===== src/rtl/param_register_file.sv =====
// param_register_file: parametrised MIPS-style register file for the decode stage.
//   DEPTH = 2**ADDR_W entries of DATA_W bits.
//   Two combinational read ports and one synchronous write port.
//   After reset, a clear sequencer zeroes every entry, one per clock. 'ready'
//   goes high once the last entry has been cleared.
//
// Ports:
//   clk      clock; all state changes on the rising edge
//   rst      synchronous, active-high reset; restarts the clear sequence
//   RA1/RA2  read addresses          RD1/RD2  read data (combinational)
//   WA/WE/WD write address / enable / data
//   ready    clear sequence complete, writes accepted
//   wr_drop  registered one-cycle pulse: the previous cycle's write was discarded
//
// Build option:
//   RF_BYPASS_EN  when defined, a legal write in READY is forwarded to a read
//                 port that addresses the same entry in the same cycle.

// Per-port read mux: CLEAR masking, zero-register masking, optional forwarding.
module rf_read_port #(
  parameter int DATA_W   = 32,
  parameter int ADDR_W   = 5,
  parameter int ZERO_REG = 1
) (
  input  logic              ready,
  input  logic [ADDR_W-1:0] ra,
  input  logic [DATA_W-1:0] stored,
  input  logic              byp,
  input  logic [DATA_W-1:0] wd,
  output logic [DATA_W-1:0] rd
);
  always_comb begin
    rd = stored;
    // Masking wins over forwarding: storage is stale or X while clearing.
    if (!ready || (ZERO_REG != 0 && ra == '0)) rd = '0;
    else if (byp)                              rd = wd;
  end
endmodule

module param_register_file #(
  parameter int DATA_W   = 32,
  parameter int ADDR_W   = 5,
  parameter int ZERO_REG = 1
) (
  input  logic              clk,
  input  logic              rst,
  input  logic [ADDR_W-1:0] RA1,
  input  logic [ADDR_W-1:0] RA2,
  input  logic [ADDR_W-1:0] WA,
  input  logic              WE,
  input  logic [DATA_W-1:0] WD,
  output logic [DATA_W-1:0] RD1,
  output logic [DATA_W-1:0] RD2,
  output logic              ready,
  output logic              wr_drop
);
  localparam int                NUM_RD = 2;
  localparam int                DEPTH  = 1 << ADDR_W;
  localparam logic [ADDR_W-1:0] LAST   = ADDR_W'(DEPTH - 1);

  typedef enum logic {CLEAR = 1'b0, READY = 1'b1} state_t;

  state_t            state, state_n;
  logic [ADDR_W-1:0] cnt, cnt_n;
  logic [DATA_W-1:0] mem [DEPTH];

  logic zero_hit, wr_legal;

  assign ready    = (state == READY);
  assign zero_hit = (ZERO_REG != 0) && (WA == '0);
  assign wr_legal = ready && WE && !zero_hit;

  // Next-state / counter logic. The terminal entry is compared explicitly
  // instead of relying on the counter wrapping.
  always_comb begin
    state_n = state;
    cnt_n   = cnt;
    if (state == CLEAR) begin
      if (cnt == LAST) begin
        state_n = READY;
        cnt_n   = '0;
      end else begin
        cnt_n = cnt + ADDR_W'(1);
      end
    end
  end

  always_ff @(posedge clk) begin
    if (rst) begin
      state   <= CLEAR;
      cnt     <= '0;
      wr_drop <= 1'b0;
    end else begin
      state   <= state_n;
      cnt     <= cnt_n;
      // Any write not committed is a drop: during CLEAR, or to the zero register.
      wr_drop <= WE && !wr_legal;
    end
  end

  // Storage has no reset. A reset edge writes nothing, including the host write.
  always_ff @(posedge clk) begin
    if (!rst) begin
      if (state == CLEAR) mem[cnt] <= '0;
      else if (wr_legal)  mem[WA]  <= WD;
    end
  end

  logic [NUM_RD-1:0][ADDR_W-1:0] ra_v;
  logic [NUM_RD-1:0][DATA_W-1:0] stored_v, rd_v;
  logic [NUM_RD-1:0]             byp_v;

  assign ra_v = {RA2, RA1};
  assign RD1  = rd_v[0];
  assign RD2  = rd_v[1];

  for (genvar p = 0; p < NUM_RD; p++) begin : g_rd
    assign stored_v[p] = mem[ra_v[p]];
`ifdef RF_BYPASS_EN
    assign byp_v[p] = wr_legal && (WA == ra_v[p]);
`else
    assign byp_v[p] = 1'b0;
`endif
    rf_read_port #(
      .DATA_W  (DATA_W),
      .ADDR_W  (ADDR_W),
      .ZERO_REG(ZERO_REG)
    ) u_port (
      .ready (ready),
      .ra    (ra_v[p]),
      .stored(stored_v[p]),
      .byp   (byp_v[p]),
      .wd    (WD),
      .rd    (rd_v[p])
    );
  end
endmodule


===== config.mk =====
export PLATFORM = sky130hd
export DESIGN_NAME = param_register_file
export DESIGN_NICKNAME = d
export VERILOG_FILES = /design/src/rtl/param_register_file.sv
export SDC_FILE = /design/constraint.sdc
export NUM_CORES = 1
export LEC_CHECK = 0
export CAP_MARGIN = 10
export CORE_ASPECT_RATIO = 1.4
export CORE_UTILIZATION = 55
export CTS_CLUSTER_SIZE = 16
export DETAILED_ROUTE_END_ITERATION = 10
export PLACE_DENSITY = 0.77
export SYNTH_ARGS = -nofsm -noshare
export SYNTH_HDL_FRONTEND = slang
export SYNTH_SLANG_ARGS = --single-unit

===== constraint.sdc =====
create_clock -name clk -period 11.3 [get_ports clk]
set_input_delay 1.695 -clock clk [delete_from_list [all_inputs] [get_ports clk]]
set_output_delay 1.695 -clock clk [all_outputs]
set_load 0.01 [all_outputs]

==> impl_metrics.toml <==
[run_status]
status = "finished, final reports clean"

[detailed_routing]
wl_met3_microns = 17000
drt_iter0_drc = 3626
drt_pass1_iterations = 6
wl_met1_microns = 46100
dr.max_layer_used = "met5"
antenna_left = 0
wl_met2_microns = 69000
num_vias = 27800
via_per_inst = 7.48
wl_per_cell_microns = 37.8
drc = 0
wl_microns = 140000

[cells_and_area]
drive_above_1_share = 0.281
seq_area_sq_mm = 0.0309
final_net_count = 2523
multi_input_area_sq_mm = 0.0163
stdcell_area_sq_mm = 0.0535
nFillCells = 5744
syn_to_final_growth_pct = 11.4

[clock_network]
clock-sinks = 1031
ctsHoldBuffers = 0
post_cts.repair.setup_buffers = 0
insertion_delay_ps = 670
h-tree-depth = 3
cts_tree = "yes"
clk_pin_slew_ps = 60
clockBufferDepth = 3
cts_root_buf = "clkbuf_16"
cts_resized = 0
cts_made_buffers = 98

[synth]
ys_async_sr_fraction = 0
yosysMostFrequentCell = "edfxtp_1"
synth_area_sq_mm = 0.0480
dominantRegCellSynth = "edfxtp_1"
syn_avg_cell_area_sq_um = 20.0
synth_top_area_cell = "edfxtp_1"
synth-edff-count = 1024
syn_inst = 2399
synth-seq-area-share = 0.644
synth_nets = 2451
synth_commonest_cells = "edfxtp_1, mux4_2, mux2i_1"
synth.area.top_cells = "edfxtp_1, mux4_2, mux2i_1"
yosys_warnings = 0
synth-seq-cells = 1031
synthDistinctLibCells = 46
netlist.area_leader.share = 0.641

[sta]
final-max-slew-violation-count = 0
clock_skew_ps = 28.7
setup_viol = 0
slew-limit-headroom = 0.222
tightest_slew_ps = 1170
grt_setup_unrepaired = "false"
fin_crit_ps = 7800
tns_ps = 0
finalHoldViolations = 0
max_freq_mhz = 128
post-route-period-util = 0.691

[grt]
grt_use_total = 0.322
grt_pass1_wl_microns = 201000
grt_max_degree = 114
overflow = 0
grt_antenna_before_repair = 6
grt_pass1_vias = 28900

[floorplanning]
rows = 127
io_pins = 116
initial_core_util = 0.558
die_h_microns = 352
core_sq_mm = 0.0860
die_x_microns = 252
dieArea_sq_mm = 0.0885

[setup_path]
reg2reg_depth = 5
criticalPathCategory = "in2out"
startpoint_type = "primary input"
cp_slowest_stage_delay_ps = 980
crit_fanout = 32
worstSetupEndpointType = "output port"
crit_family = "buffers and inverters"
worstPathRequired_ps = 9610
cp.depth = 7
cp_slowest_cell = "a211oi_1"
crit_chain = "clkdlybuf4s50_1 > or3_2 > buf_4 > o31ai_4 > buf_4 > a211oi_1 > clkdlybuf4s50_1"
cp.buffers_inverters = 4
worstPathArrival_ps = 6110

[pwr]
ir_drop_uv = 190
power.density_mw_per_mm2 = 148
leakage_nw = 18.6

[place]
gp_congestion = 0.822
post-dp-hpwl_microns = 78100
dpl_cell_area_sq_mm = 0.0503
port_buffers = 115

[run]
maxCapViolCount = 0

[min_path]
hold_class = "reg2reg"
worstHoldPathCells = 2
cells by family (layout without fill, tap and decap cells):
| logic type | Yosys count | after routing | share of synthesized area |
|---|---|---|---|
| flops | 1031 | 1031 | 0.644 |
| mux | 720 | 720 | 0.267 |
| compound gates | 296 | 296 | 0.0501 |
| buf+inv | 204 | 355 | 0.0226 |
| simple gates | 146 | 146 | 0.0159 |
| fa+ha+maj | 2 | 2 | 0.000521 |
| other cells | 0 | 3 | 0 |
placed cells by master (no fill, tap or decap), types with 33 or more instances in the layout:
cell type,count
o221ai_1,63
o22a_1,33
a21oi_1,35
and2_1,33
edfxtp_1,1024
buf_4,58
mux2i_1,270
clkbuf_16,101
mux4_2,449
clkdlybuf4s50_1,108
final timing paths:
kind / startpoint / endpoint / slack (ps)
min reg2reg: cnt[3]$_SDFFE_PP0N_ / cnt[3]$_SDFFE_PP0N_ / 620
min: cnt[3]$_SDFFE_PP0N_ / cnt[3]$_SDFFE_PP0N_ / 620
max reg2reg: ready$_SDFF_PP0_ / mem[24][15]$_DFFE_PP_ / 7550
max: RA2[3] / RD2[6] / 3500
through the flow:
stage | utilization | std cells | worst slack (ps) | hold slack (ps) | power [W]
4_1_cts | 0.622 | 3711 | 3640 | 623 | 0.00791
3_5_place_dp | 0.585 | 3532 | 3670 | 612 | 0.00470
3_3_place_gp | 0.585 | 3532 | 3680 | 575 | 0.00469
2_1_floorplan | - | 2399 | 6350 | 541 | 0.00457
5_1_grt | 0.622 | 3711 | 3570 | 660 | 0.00805
6_report | 0.622 | 3714 | 3500 | 621 | 0.00791
flip-flops by register name, summed over array words and instances, names as in the netlist:
name,flops
cnt,5
wr_drop,1
ready,1
mem,1024
power by group:
part	switching [W]	total (W)	internal, W	leakage (nW)
clock network	0.00142	0.00329	0.00186	1.53
registers	0.0000113	0.00418	0.00417	11.2
logic	0.000259	0.000443	0.000184	5.86
total	0.00169	0.00791	0.00621	18.6
final cells by class:
cell class / count / area share
diodes: 3 / 0.000140
inverters: 1 / 0.0000702
clock inverters: 54 / 0.00971
clock buffers: 125 / 0.0490
repair buffers: 175 / 0.0312
multi-input cells: 1164 / 0.305
well taps: 1161 / 0.0272
flip-flops and latches: 1031 / 0.578
worst register-to-register path, cell delays in order, from the launching register on:
cell     delay, ps
dfxtp_1        830
o211a_2        330
buf_4          570
mux2i_1        350
nor2_4         720
buf_4          560
per-layer routing:
layer | track usage | up-vias
met5 | 0 | -
met1 | 0.410 | 14500
met2 | 0.522 | 2143
met4 | 0.173 | 2
met3 | 0.0709 | 502
li1 | - | 10600
Note: power is estimated with default switching activity, not from simulation.
